**src/rtl/pic_ack_sequencer.sv**
```systemverilog
`default_nettype none
// ============================================================================
// Module      : pic_ack_sequencer
// Description : Interrupt-acknowledge and in-service controller for an
//               8259-style PIC. Resolves rotating priority over the eight IR
//               lines, owns the in-service register and rotation pointer,
//               raises INT, runs the two-pulse 8086 INTA sequence and emits
//               the vector byte. Applies EOI / auto-EOI / rotation.
// Ports       :
//   clk, rst          - clock, synchronous active-high reset
//   irr, imr          - request and mask registers
//   vbase             - vector base T7..T3
//   aeoi, rot_en      - auto-EOI mode, rotate on EOI/AEOI
//   inta_pulse        - one strobe per INTA falling edge
//   eoi_cmd, eoi_specific, eoi_level - OCW2 EOI command
//   int_out           - interrupt request to CPU
//   vec_out/vec_valid - vector byte and its one-cycle qualifier
//   ack_clr           - one-hot clear of the acknowledged IRR bit
//   isr, prio_ptr     - in-service register, lowest-priority level
//   spurious          - acknowledge found no request
// Revision    : 1.0 - initial release
// ============================================================================
module pic_ack_sequencer #(
    parameter logic [2:0] RESET_PTR = 3'd7
) (
    input  logic       clk,
    input  logic       rst,
    input  logic [7:0] irr,
    input  logic [7:0] imr,
    input  logic [4:0] vbase,
    input  logic       aeoi,
    input  logic       rot_en,
    input  logic       inta_pulse,
    input  logic       eoi_cmd,
    input  logic       eoi_specific,
    input  logic [2:0] eoi_level,
    output logic       int_out,
    output logic [7:0] vec_out,
    output logic       vec_valid,
    output logic [7:0] ack_clr,
    output logic [7:0] isr,
    output logic [2:0] prio_ptr,
    output logic       spurious
);

    typedef enum logic [1:0] {
        IDLE = 2'd0,
        REQ  = 2'd1,
        ACK1 = 2'd2
    } state_t;

    state_t     r_state;
    logic [2:0] r_lvl;       // level latched on the first INTA pulse
    logic       r_lvl_spur;  // the latched level came from a spurious ack

    logic [7:0] w_pending;
    logic       w_cand_found;
    logic [2:0] w_cand;
    logic       w_hi_found;
    logic [2:0] w_hi;
    logic       w_cand_ok;
    logic [7:0] w_set;
    logic [7:0] w_aeoi_clr;
    logic       w_aeoi_rot;
    logic [7:0] w_eoi_clr;
    logic       w_eoi_rot;
    logic [2:0] w_eoi_ptr;

    // Highest-priority set bit of v: scan from the lowest priority upward so
    // the last hit (k=0, just after ptr) wins. Returns {found, level}.
    function automatic logic [3:0] pick(input logic [7:0] v, input logic [2:0] ptr);
        logic [3:0] res;
        logic [2:0] lvl;
        res = 4'd0;
        for (int k = 7; k >= 0; k--) begin
            lvl = ptr + 3'(k + 1);
            if (v[lvl]) begin
                res = {1'b1, lvl};
            end
        end
        return res;
    endfunction

    always_comb begin
        w_pending                  = irr & ~imr;
        {w_cand_found, w_cand}     = pick(w_pending, prio_ptr);
        {w_hi_found, w_hi}         = pick(isr, prio_ptr);
        // Rank = distance from the top-priority slot; smaller ranks win.
        w_cand_ok = w_cand_found &&
                    (!w_hi_found || ((w_cand - prio_ptr - 3'd1) < (w_hi - prio_ptr - 3'd1)));

        w_set = 8'd0;
        if (r_state == REQ && inta_pulse && w_cand_found) begin
            w_set = 8'd1 << w_cand;
        end

        w_aeoi_clr = 8'd0;
        w_aeoi_rot = 1'b0;
        if (r_state == ACK1 && inta_pulse && aeoi && !r_lvl_spur) begin
            w_aeoi_clr = 8'd1 << r_lvl;
            w_aeoi_rot = rot_en;
        end

        // Non-specific EOI picks its level from the ISR as it stood before
        // this cycle's update.
        w_eoi_clr = 8'd0;
        w_eoi_rot = 1'b0;
        w_eoi_ptr = prio_ptr;
        if (eoi_cmd) begin
            if (eoi_specific) begin
                w_eoi_clr = 8'd1 << eoi_level;
                w_eoi_rot = rot_en;
                w_eoi_ptr = eoi_level;
            end else if (w_hi_found) begin
                w_eoi_clr = 8'd1 << w_hi;
                w_eoi_rot = rot_en;
                w_eoi_ptr = w_hi;
            end
        end
    end

    always_ff @(posedge clk) begin
        if (rst) begin
            r_state    <= IDLE;
            r_lvl      <= 3'd7;
            r_lvl_spur <= 1'b0;
            int_out    <= 1'b0;
            vec_out    <= 8'd0;
            vec_valid  <= 1'b0;
            ack_clr    <= 8'd0;
            isr        <= 8'd0;
            prio_ptr   <= RESET_PTR;
            spurious   <= 1'b0;
        end else begin
            vec_valid <= 1'b0;
            ack_clr   <= 8'd0;
            spurious  <= 1'b0;

            // Setting a bit beats any clear of the same bit in this cycle.
            isr <= (isr & ~w_eoi_clr & ~w_aeoi_clr) | w_set;

            // AEOI rotation takes precedence over EOI rotation.
            if (w_aeoi_rot) begin
                prio_ptr <= r_lvl;
            end else if (w_eoi_rot) begin
                prio_ptr <= w_eoi_ptr;
            end

            case (r_state)
                IDLE: begin
                    if (w_cand_ok) begin
                        int_out <= 1'b1;
                        r_state <= REQ;
                    end
                end
                REQ: begin
                    if (inta_pulse) begin
                        int_out <= 1'b0;
                        r_state <= ACK1;
                        if (w_cand_found) begin
                            r_lvl      <= w_cand;
                            r_lvl_spur <= 1'b0;
                            ack_clr    <= w_set;
                        end else begin
                            r_lvl      <= 3'd7;
                            r_lvl_spur <= 1'b1;
                            spurious   <= 1'b1;
                        end
                    end
                end
                ACK1: begin
                    if (inta_pulse) begin
                        vec_out   <= {vbase, r_lvl};
                        vec_valid <= 1'b1;
                        r_state   <= IDLE;
                    end
                end
                default: begin
                    r_state <= IDLE;
                end
            endcase
        end
    end

endmodule
`default_nettype wire
```
**config.mk**
```make
export PLATFORM = sky130hd
export DESIGN_NAME = pic_ack_sequencer
export DESIGN_NICKNAME = d
export VERILOG_FILES = /design/src/rtl/pic_ack_sequencer.sv
export SDC_FILE = /design/constraint.sdc
export NUM_CORES = 1
export LEC_CHECK = 0
export BUFFER_PORTS_ARGS = -buffer_cell sky130_fd_sc_hd__buf_2
export CORE_MARGIN = 2
export CORE_UTILIZATION = 36
export DETAILED_ROUTE_END_ITERATION = 16
export PLACE_DENSITY = 0.62
export SLEW_MARGIN = 20
export SYNTH_ARGS = -nofsm -noshare
export SYNTH_HDL_FRONTEND = slang
export SYNTH_SLANG_ARGS = --single-unit
```
**constraint.sdc**
```tcl
create_clock -name clk -period 6.8 [get_ports clk]
set_input_delay 0.34 -clock clk [delete_from_list [all_inputs] [get_ports clk]]
set_output_delay 0.34 -clock clk [all_outputs]
set_load 0.1 [all_outputs]
```
==> metrics, run 1 <==
All-Layer GR Usage=0.1969; multi-input logic area=around 0.0028 mm²; CP Launch Point=prio_ptr[0]; Placement Rows=36; VDD IR-drop max=0.1591 mV; largest net degree at the start of global routing=38; final hold violations=0; CP Launch Type=register; Reg clk slew, reported paths=0.08 ns; Post-Syn Instances=408; Finish-stage setup viols=0; Fin Setup TNS=0 ns; worst hold margin=0.2817 ns; Hold Path Class=input pin to register; DRC Markers=0; # hold bufs at CTS=0; post-layout net count=495; most frequent cells in the layout=buf_2, nand2_1, dfxtp_1; CP Class=register to register; Synthesized Nets=447; I/O Pins=61; Mapped Area=0.003662 mm²; largest area contributor in the netlist=dfxtp_1; IO Port Bufs=60; fillcell total=1027; worst slew pin tran=0.8596 ns; GRT overflow=0; post-synthesis adder-cell area fraction=0.03143; Post-Synth XOR/XNOR Area=0.02084; worst endpoint required time=~7.0 ns; Synth async-reset ratio=0; highest clock rate=189.4 MHz; Floorplan Core Area=roughly 0.0098 mm²; Syn Area/Cell=about 9.0 µm²; width of the chip=104.9 µm; die area=approximately 0.011 mm²; Post-Synth Simple-Gate Area=0.2204; initial antenna violation count=0; DRT iter0 DRCs=between 300 and 400; Num CTS Buffers=5; Tmin final=5.280 ns; pre-CTS setup slack=1.531 ns; Setup Fix Bufs, Post-CTS=0; Max-slew headroom=0.4248; Clk Latency, worst-skew pair=0.30 ns; CP arrival=approximately 5.5 ns; final setup skew=0.009704 ns; Final Cycle Share=0.7764; H-tree Lvls=2; Final ANT Viol Nets=0; Most used DFF post-synth=dfxtp_1; routability congestion estimate=0.9332; PD cells=342.2 mW/mm²; Max FO, Critical Path=21; Final Core Density=0.4220; area share of the largest cell type after synthesis=0.1968; top cells by area, synth=dfxtp_1, mux4_2, mux2i_1, nand2_1, nand2b_1; crit path capture type=register; detailed-route via count=3587; Ys Warns=0; status=completed; DRT Pass-1 Iters=5; share of the yosys chip area belonging to registers=0.1968; clk root buf=clkbuf_8; CTS tree=done; critical hold path startpoint=vbase[2]; Layout area overhead=13.15%; Initial Util=0.3730; Post-synth EDFFs=0; Num Clock Sinks=36; Wirelength per Cell=18.47 µm; final worst setup slack=between 1.5 and 2 ns; largest family of logic cells by synthesized area=multiplexers; n_diodes=0; Pins Over Slew Limit=0; Max Root-Sink Buffers=2; layout cells sized above 1=0.2867; multiplexer share of the synthesized area=0.2836; reg-to-reg startpoint=prio_ptr[0]; Power, Total=around 0.0014 W; vias in the first global route=3342; FF+latch area=720.7 µm²; flops & latches, synth=36; leakage=1.707 nW; max cap viols=0; cts repair resizes=0; Die Height=between 100 and 150 µm; post-synthesis compound-gate area fraction=0.1985; hpwl dp=8064 µm; RSZ-0062 raised after global routing=no; via/cell ratio=6.080; commonest non-fill, non-tap cell in the layout=buf_2; Routed WL=10900 µm; first-pass GRT wire length=17550 µm; Synth cell types=a little under 70
sequential cells by signal, summed over array words and instances (netlist names):
register    cells
vec_out         8
r_state         2
prio_ptr        3
vec_valid       1
r_lvl           3
spurious        1
ack_clr         8
r_lvl_spur      1
isr             8
int_out         1
Yosys cell counts, drive strengths merged, types with 3 or more instances:
cell type / number
o22ai: 7
nand3: 7
mux2i: 25
or2: 5
ha: 6
o211a: 3
a221o: 5
clkbuf: 8
a22oi: 3
a21oi: 19
and3: 3
nor2: 24
nand2: 53
nand2b: 17
o311ai: 7
a211oi: 5
inv: 13
a221oi: 4
o21ai: 19
nor3: 16
a211o: 3
xnor2: 7
buf: 15
mux4: 31
mux2: 8
a21o: 4
dfxtp: 36
nor4: 4
nor2b: 15
metrics by stage:
stage | instance area, µm² | cells
finish | 4144 | 590
global route | 4144 | 590
CTS | 4144 | 590
detailed placement | 4033 | 582
global placement | 4033 | 582
floorplan | 3662 | 408
power by group:
part	internal [W]	total, W	switching, W
Sequential	0.000240	0.000290	0.0000499
Clock	0.000108	0.000192	0.0000835
Combinational	0.000346	0.000936	0.000591
per-layer routing:
metal / wire length [µm] / share of wire / vias up / track usage
met5: 0 / 0 / - / 0
met4: 99 / 0.0091 / 0 / 0.03333
met3: 983 / 0.090 / 10 / 0.03556
met2: 4917 / 0.45 / 188 / 0.3098
met1: 4896 / 0.45 / 1728 / 0.2858
li1: - / - / 1661 / -
worst paths after layout:
| check | endpoint | slack (ns) | cells past startpoint |
|---|---|---|---|
| worst max-delay path | int_out | 1.52 | 18 |
| worst min-delay path | vec_out[5] | 0.28 | 3 |
| worst max register to register | int_out | 1.52 | 18 |
| worst min register to register | vec_out[1] | 0.46 | 2 |
cells by family (layout without fill, tap and decap cells):
| kind of cell | count (synthesis) | after routing |
|---|---|---|
| adders and majority gates | 8 | 8 |
| AOI/OAI and AO/OA | 100 | 100 |
| xor gates and xnor gates | 7 | 7 |
| buffers and inverters | 36 | 85 |
| muxes | 64 | 64 |
| and+or+nand+nor | 157 | 157 |
| DFF | 36 | 36 |
cell type report:
type / instances / share of cell area
Clock buffer: 5 / 0.01661
Clock inverter: 3 / 0.01027
Multi-Input combinational cell: 336 / 0.6670
Timing Repair Buffer: 64 / 0.07971
Tap cell: 133 / 0.04016
Inverter: 13 / 0.01238
Sequential cell: 36 / 0.1739
worst max-delay path, stage by stage, from the launching register on:
cell and delay (ns):
dfxtp_1 0.53, inv_1 0.10, ha_1 0.86, mux4_2 0.66, mux2i_1 0.26, a21boi_0 0.22
o21ai_0 0.10, a21oi_1 0.17, a221o_1 0.22, inv_1 0.15, ha_1 0.23, fa_1 0.51
inv_1 0.04, ha_1 0.26, a21o_1 0.15, a21oi_1 0.13, o21ai_0 0.13, o21ba_2 0.25
o32ai_1 0.21
Note: power is estimated with default switching activity, not from simulation.
==> run 2, diff against run 1 <==
==> constraint.sdc (replaced) <==
create_clock -name clk -period 5.3 [get_ports clk]
set_input_delay 0.265 -clock clk [delete_from_list [all_inputs] [get_ports clk]]
set_output_delay 0.265 -clock clk [all_outputs]
set_load 0.1 [all_outputs]
==> run 2 against run 1 <==
- global-route usage down 0.40 points
- largest power group unchanged
- flip-flop and latch count unchanged
- critical endpoint unchanged
- fmax grew 6.2%
- sequential power rose by 31%
- via count is 1.9% lower
- register-to-register slack got worse by 1.2 ns
- first-iteration DRC count is 19% lower
- clock skew increased by 0.0052 ns
==> metrics, run 2 (synthesis gave the netlist of run 1 again) <==
status=completed; Initial Util=0.3730; Max-slew headroom=0.4831; Placement Rows=36; # hold bufs at CTS=0; Clk Latency, worst-skew pair=0.30 ns; FF+latch area=723.2 µm²; PD cells=427.1 mW/mm²; area of placed instances=0.004065 mm²; crit path capture type=register; Hold Path Class=input pin to register; worst endpoint required time=roughly 5.5 ns; Fin Setup TNS=0 ns; initial antenna violation count=0; Setup crit end=int_out; CP Launch Point=prio_ptr[1]; Reg clk slew, reported paths=0.09 ns; layout cells sized above 1=0.2972; Routed WL=roughly 11000 µm; CTS tree=done; Finish-stage setup viols=0; VDD IR-drop max=~0.17 mV; Pins Over Slew Limit=0; All-Layer GR Usage=0.1929; Wirelength per Cell=approximately 18 µm; CP Launch Type=register; Layout area overhead=13.39%; RSZ-0062 raised after global routing=no; DRC Markers=0; Tmin final=4.971 ns; highest clock rate=roughly 200 MHz; hpwl dp=7904 µm; Num Clock Sinks=36; H-tree Lvls=2; CP arrival=5.17 ns; max cap viols=0; Setup Fix Bufs, Post-CTS=0; Num CTS Buffers=5; cts repair resizes=0; vias in the first global route=3397; Final Cycle Share=0.9379; fillcell total=1021; multi-input logic area=0.002764 mm²; FF-to-FF path depth=20; clock share of power=0.113; leakage=1.719 nW; via/cell ratio=5.924; detailed-route via count=3519; final setup skew=0.01492 ns; n_diodes=0; Design Area, Final=0.004153 mm²; first-pass GRT wire length=17410 µm; die area=0.01100 mm²; Max FO, Critical Path=21; Floorplan Core Area=slightly below 0.01 mm²; routability congestion estimate=0.9144; final hold violations=0; P_int=approximately 0.00085 W; switching share of total power=0.5219; combinational cell fraction of total power=0.672; CP Class=register to register; worst slew pin tran=between 0.7 and 0.8 ns; switching power of the nets=between 0.0009 and 0.001 W; commonest non-fill, non-tap cell in the layout=buf_2; GRT overflow=0; worst reg2reg endpoint=int_out; DRT Pass-1 Iters=5; width of the chip=104.9 µm; worst hold margin=0.1971 ns; DRT iter0 DRCs=264; reg-to-reg startpoint=prio_ptr[1]; most frequent cells in the layout=buf_2, nand2_1, dfxtp_1; Die Height=approximately 100 µm; Final ANT Viol Nets=0; IO Port Bufs=60; setup slack, reg-to-reg=0.33 ns; I/O Pins=between 60 and 70; Seq pwr share=0.215; Max Root-Sink Buffers=2; clk root buf=clkbuf_8; post-layout net count=499; largest net degree at the start of global routing=27; Top Registers=ack_clr: 8 flops, isr: 8 flops, vec_out: 8 flops; Power, Total=0.001774 W
run 2: changes by cell type in the layout (fill, tap and decap cells not counted), sizes merged:
| cell | previous run | this run |
|---|---|---|
| buf | 64 | 68 |
| bufinv | 1 | 0 |
| clkinv | 1 | 3 |
| clkinvlp | 1 | 0 |
run 2: cell type report:
class / instances / share of cell area
clock buffer: 5 / 0.01657
sequential: 36 / 0.1741
timing repair buffer: 68 / 0.08677
inverter: 13 / 0.01235
clock inverter: 3 / 0.004519
multi-input combinational: 336 / 0.6656
tap: 133 / 0.04007
run 2: worst max-delay path, stage by stage, from the launching register on:
cell and delay [ns]:
dfxtp_2 0.47, buf_4 0.22, inv_2 0.04, ha_1 0.26, buf_4 0.27, mux4_2 0.61
mux2i_1 0.26, a21boi_0 0.19, o21ai_0 0.10, a21oi_1 0.17, a221o_1 0.21, inv_1 0.15
ha_1 0.23, fa_1 0.41, xnor2_1 0.17, xnor2_1 0.15, ha_1 0.26, a21oi_1 0.12
o21ai_0 0.12, o21ba_2 0.24, o32ai_1 0.20
run 2: power groups by stage:
stage,Combinational (W),Sequential (W),Clock (W)
floorplan,0.000801,0.000537,0
global placement,0.00117,0.000381,0
detailed placement,0.00118,0.000384,0
CTS,0.00118,0.000378,0.000203
global route,0.00129,0.000387,0.000216
finish,0.00119,0.000381,0.000201
run 2: stage by stage:
step           setup WS, ns  utilization  cells
2_1_floorplan       0.08864            -    408
3_3_place_gp         0.5281       0.4140    586
3_5_place_dp         0.3558       0.4140    586
4_1_cts              0.3331       0.4229    594
5_1_grt             0.01865       0.4229    594
6_report             0.3293       0.4229    594
run 2: worst min path at each step:
stage                       to  startpoint  depth (start not counted)  slack [ns]
floorplan           vec_out[3]    vbase[0]                          2        0.40
global placement    vec_out[3]  vec_out[3]                          2        0.44
detailed placement  vec_out[5]  vec_out[5]                          2        0.44
CTS                 vec_out[6]    vbase[3]                          3        0.19
global route        vec_out[6]    vbase[3]                          3        0.18
finish              vec_out[5]    vbase[2]                          3        0.20
run 2: layer usage:
metal / track usage / wire length, µm
met1: 0.2739 / 5028
met2: 0.3066 / 4726
met3: 0.02994 / 758
met4: 0.04762 / 205
met5: 0 / 0
==> run 3, diff against run 2 <==
--- a/config.mk
+++ b/config.mk
@@ -6,10 +6,12 @@
 export NUM_CORES = 1
 export LEC_CHECK = 0
 export BUFFER_PORTS_ARGS = -buffer_cell sky130_fd_sc_hd__buf_2
+export CELL_PAD_IN_SITES_DETAIL_PLACEMENT = 2
+export CELL_PAD_IN_SITES_GLOBAL_PLACEMENT = 2
 export CORE_MARGIN = 2
-export CORE_UTILIZATION = 36
+export CORE_UTILIZATION = 35
 export DETAILED_ROUTE_END_ITERATION = 16
-export PLACE_DENSITY = 0.62
+export PLACE_DENSITY = 0.88
 export SLEW_MARGIN = 20
 export SYNTH_ARGS = -nofsm -noshare
 export SYNTH_HDL_FRONTEND = slang
==> run 3 against run 2 <==
- non-clock buffer count up 3
- design area up 1.7%
- flip-flop and latch count unchanged
- register-to-register slack about the same
- die area up 2.7%
- combinational power up 11%
- clock-buffer cell count up 2
- critical path type unchanged
- hold slack better by 0.0074 ns
- fmax about the same
==> metrics, run 3 (synthesis gave the netlist of run 1 again) <==
Floorplan Core Area=0.01023 mm²; switching share of total power=0.5195; pre-CTS setup slack=0.4097 ns; Tmin final=between 4 and 5 ns; status=completed; Max FO, Critical Path=13; worst hold margin=roughly 0.20 ns; worst slew pin tran=0.8411 ns; crit path capture type=register; IO Port Bufs=60; first-pass GRT wire length=between 20000 and 25000 µm; I/O Pins=61; PD cells=470.2 mW/mm²; Met3 Wirelength=559 µm; Hold Path Class=input pin to register; Fin Setup TNS=0 ns; Max-slew headroom=0.4393; largest net degree at the start of global routing=24; DRC Markers=0; hpwl dp=10470 µm; CTS tree=done; final hold violations=0; metal2 WL=about 7000 µm; switching power of the nets=0.001032 W; Final Core Density=0.4129; H-tree Lvls=2; Top Registers=ack_clr: 8 flops, isr: 8 flops, vec_out: 8 flops; Finish-stage setup viols=0; # hold bufs at CTS=0; Final Cycle Share=0.9370; Max Root-Sink Buffers=2; final setup skew=0.01086 ns; Cells after DPL=590; Clk Latency, worst-skew pair=0.30 ns; layout cells sized above 1=0.3039; n_diodes=0; CP Launch Type=register; commonest non-fill, non-tap cell in the layout=buf_2; clock share of power=0.139; DR top layer=met4; CP arrival=approximately 5.2 ns; P_int=0.0009543 W; DRT Pass-1 Iters=4; Num CTS Buffers=5; clk root buf=clkbuf_8; combinational cell fraction of total power=0.664; vias in the first global route=a little over 4000; leakage=1.751 nW; final worst setup slack=around 0.33 ns; post-layout net count=about 500; Reg clk slew, reported paths=0.08 ns; Placement Rows=37; routability congestion estimate=around 0.9; Die Height=106.3 µm; Metal-1 WL=5858 µm; worst endpoint required time=~5.5 ns; max cap viols=0; Pins Over Slew Limit=0; Routed WL=about 14000 µm; All-Layer GR Usage=0.2525; Seq pwr share=0.197; Final ANT Viol Nets=0; most frequent cells in the layout=buf_2, nand2_1, dfxtp_1; Layout Cells excl Fill=600; Num Clock Sinks=36; detailed-route via count=~3700; CP Class=register to register; DRT iter0 DRCs=202; initial antenna violation count=0; Wirelength per Cell=roughly 23 µm; highest clock rate=201.4 MHz; Initial Util=0.3580; die area=0.01130 mm²; Layout area overhead=15.34%; via/cell ratio=6.197; width of the chip=106.3 µm; GRT overflow=0; RSZ-0062 raised after global routing=no; VDD IR-drop max=roughly 0.32 mV
[run 3: changes by cell type in the layout (fill, tap and decap cells not counted), sizes merged]
cell,previous run,this run
buf,68,71
clkinv,3,0
clkbuf,5,7
bufinv,0,1
[run 3: area by class of cell]
class,instances,area (µm²)
clock buffers,7,96.34
multi-input cells,336,2764
inverters,13,51.30
fillers,1139,6007
repair buffers,71,382.9
flip-flops and latches,36,729.5
clock inverters,1,30.03
well taps,136,170.2
[run 3: path summary, 6_finish.rpt]
path | to | from | slack [ns] | cells past startpoint
hold / removal | vec_out[7] | vbase[4] | 0.20 | 3
setup / recovery | int_out | prio_ptr[0] | 0.33 | 18
hold reg to reg | vec_out[7] | vec_out[7] | 0.45 | 2
setup reg to reg | int_out | prio_ptr[0] | 0.33 | 18
[run 3: per-layer routing]
| layer | track usage | up-vias |
|---|---|---|
| met1 | 0.3243 | 1890 |
| li1 | - | 1667 |
| met4 | 0.09305 | 0 |
| met5 | 0 | - |
| met3 | 0.02698 | 38 |
| met2 | 0.4373 | 123 |
[run 3: what timing repair did]
item                                    in CTS  in global routing
endpoints found under the setup margin       0                  2
resized for setup                            0                  2
buffers inserted                             0                  2
[run 3: power by group through the flow]
| stage | logic [W] | registers [W] | clock network, W |
|---|---|---|---|
| final | 0.00132 | 0.000392 | 0.000276 |
| after global routing | 0.00142 | 0.000399 | 0.000291 |
| after CTS | 0.00129 | 0.000390 | 0.000281 |
| after detailed placement | 0.00126 | 0.000396 | 0 |
| after global placement | 0.00119 | 0.000390 | 0 |
| after floorplan | 0.000801 | 0.000537 | 0 |
[run 3: metrics by stage]
| step | total power, W | instance area [µm²] |
|---|---|---|
| 2_1_floorplan | 0.001337 | 3665 |
| 3_3_place_gp | 0.001576 | 4078 |
| 3_5_place_dp | 0.001652 | 4078 |
| 4_1_cts | 0.001962 | 4204 |
| 5_1_grt | 0.002111 | 4224 |
| 6_report | 0.001986 | 4224 |
[run 3: critical path: stages, from the launching register on]
cell and delay, ns:
dfxtp_4 0.44, inv_1 0.09, ha_1 0.30, buf_4 0.21
mux4_2 0.59, mux2i_1 0.25, o21ba_2 0.24, o21ai_0 0.14
a311oi_4 0.42, inv_4 0.10, ha_1 0.23, fa_1 0.43
xnor2_1 0.15, xnor2_1 0.25, ha_1 0.29, a21oi_1 0.16
o21ai_0 0.13, o21ba_2 0.25, o32ai_1 0.20
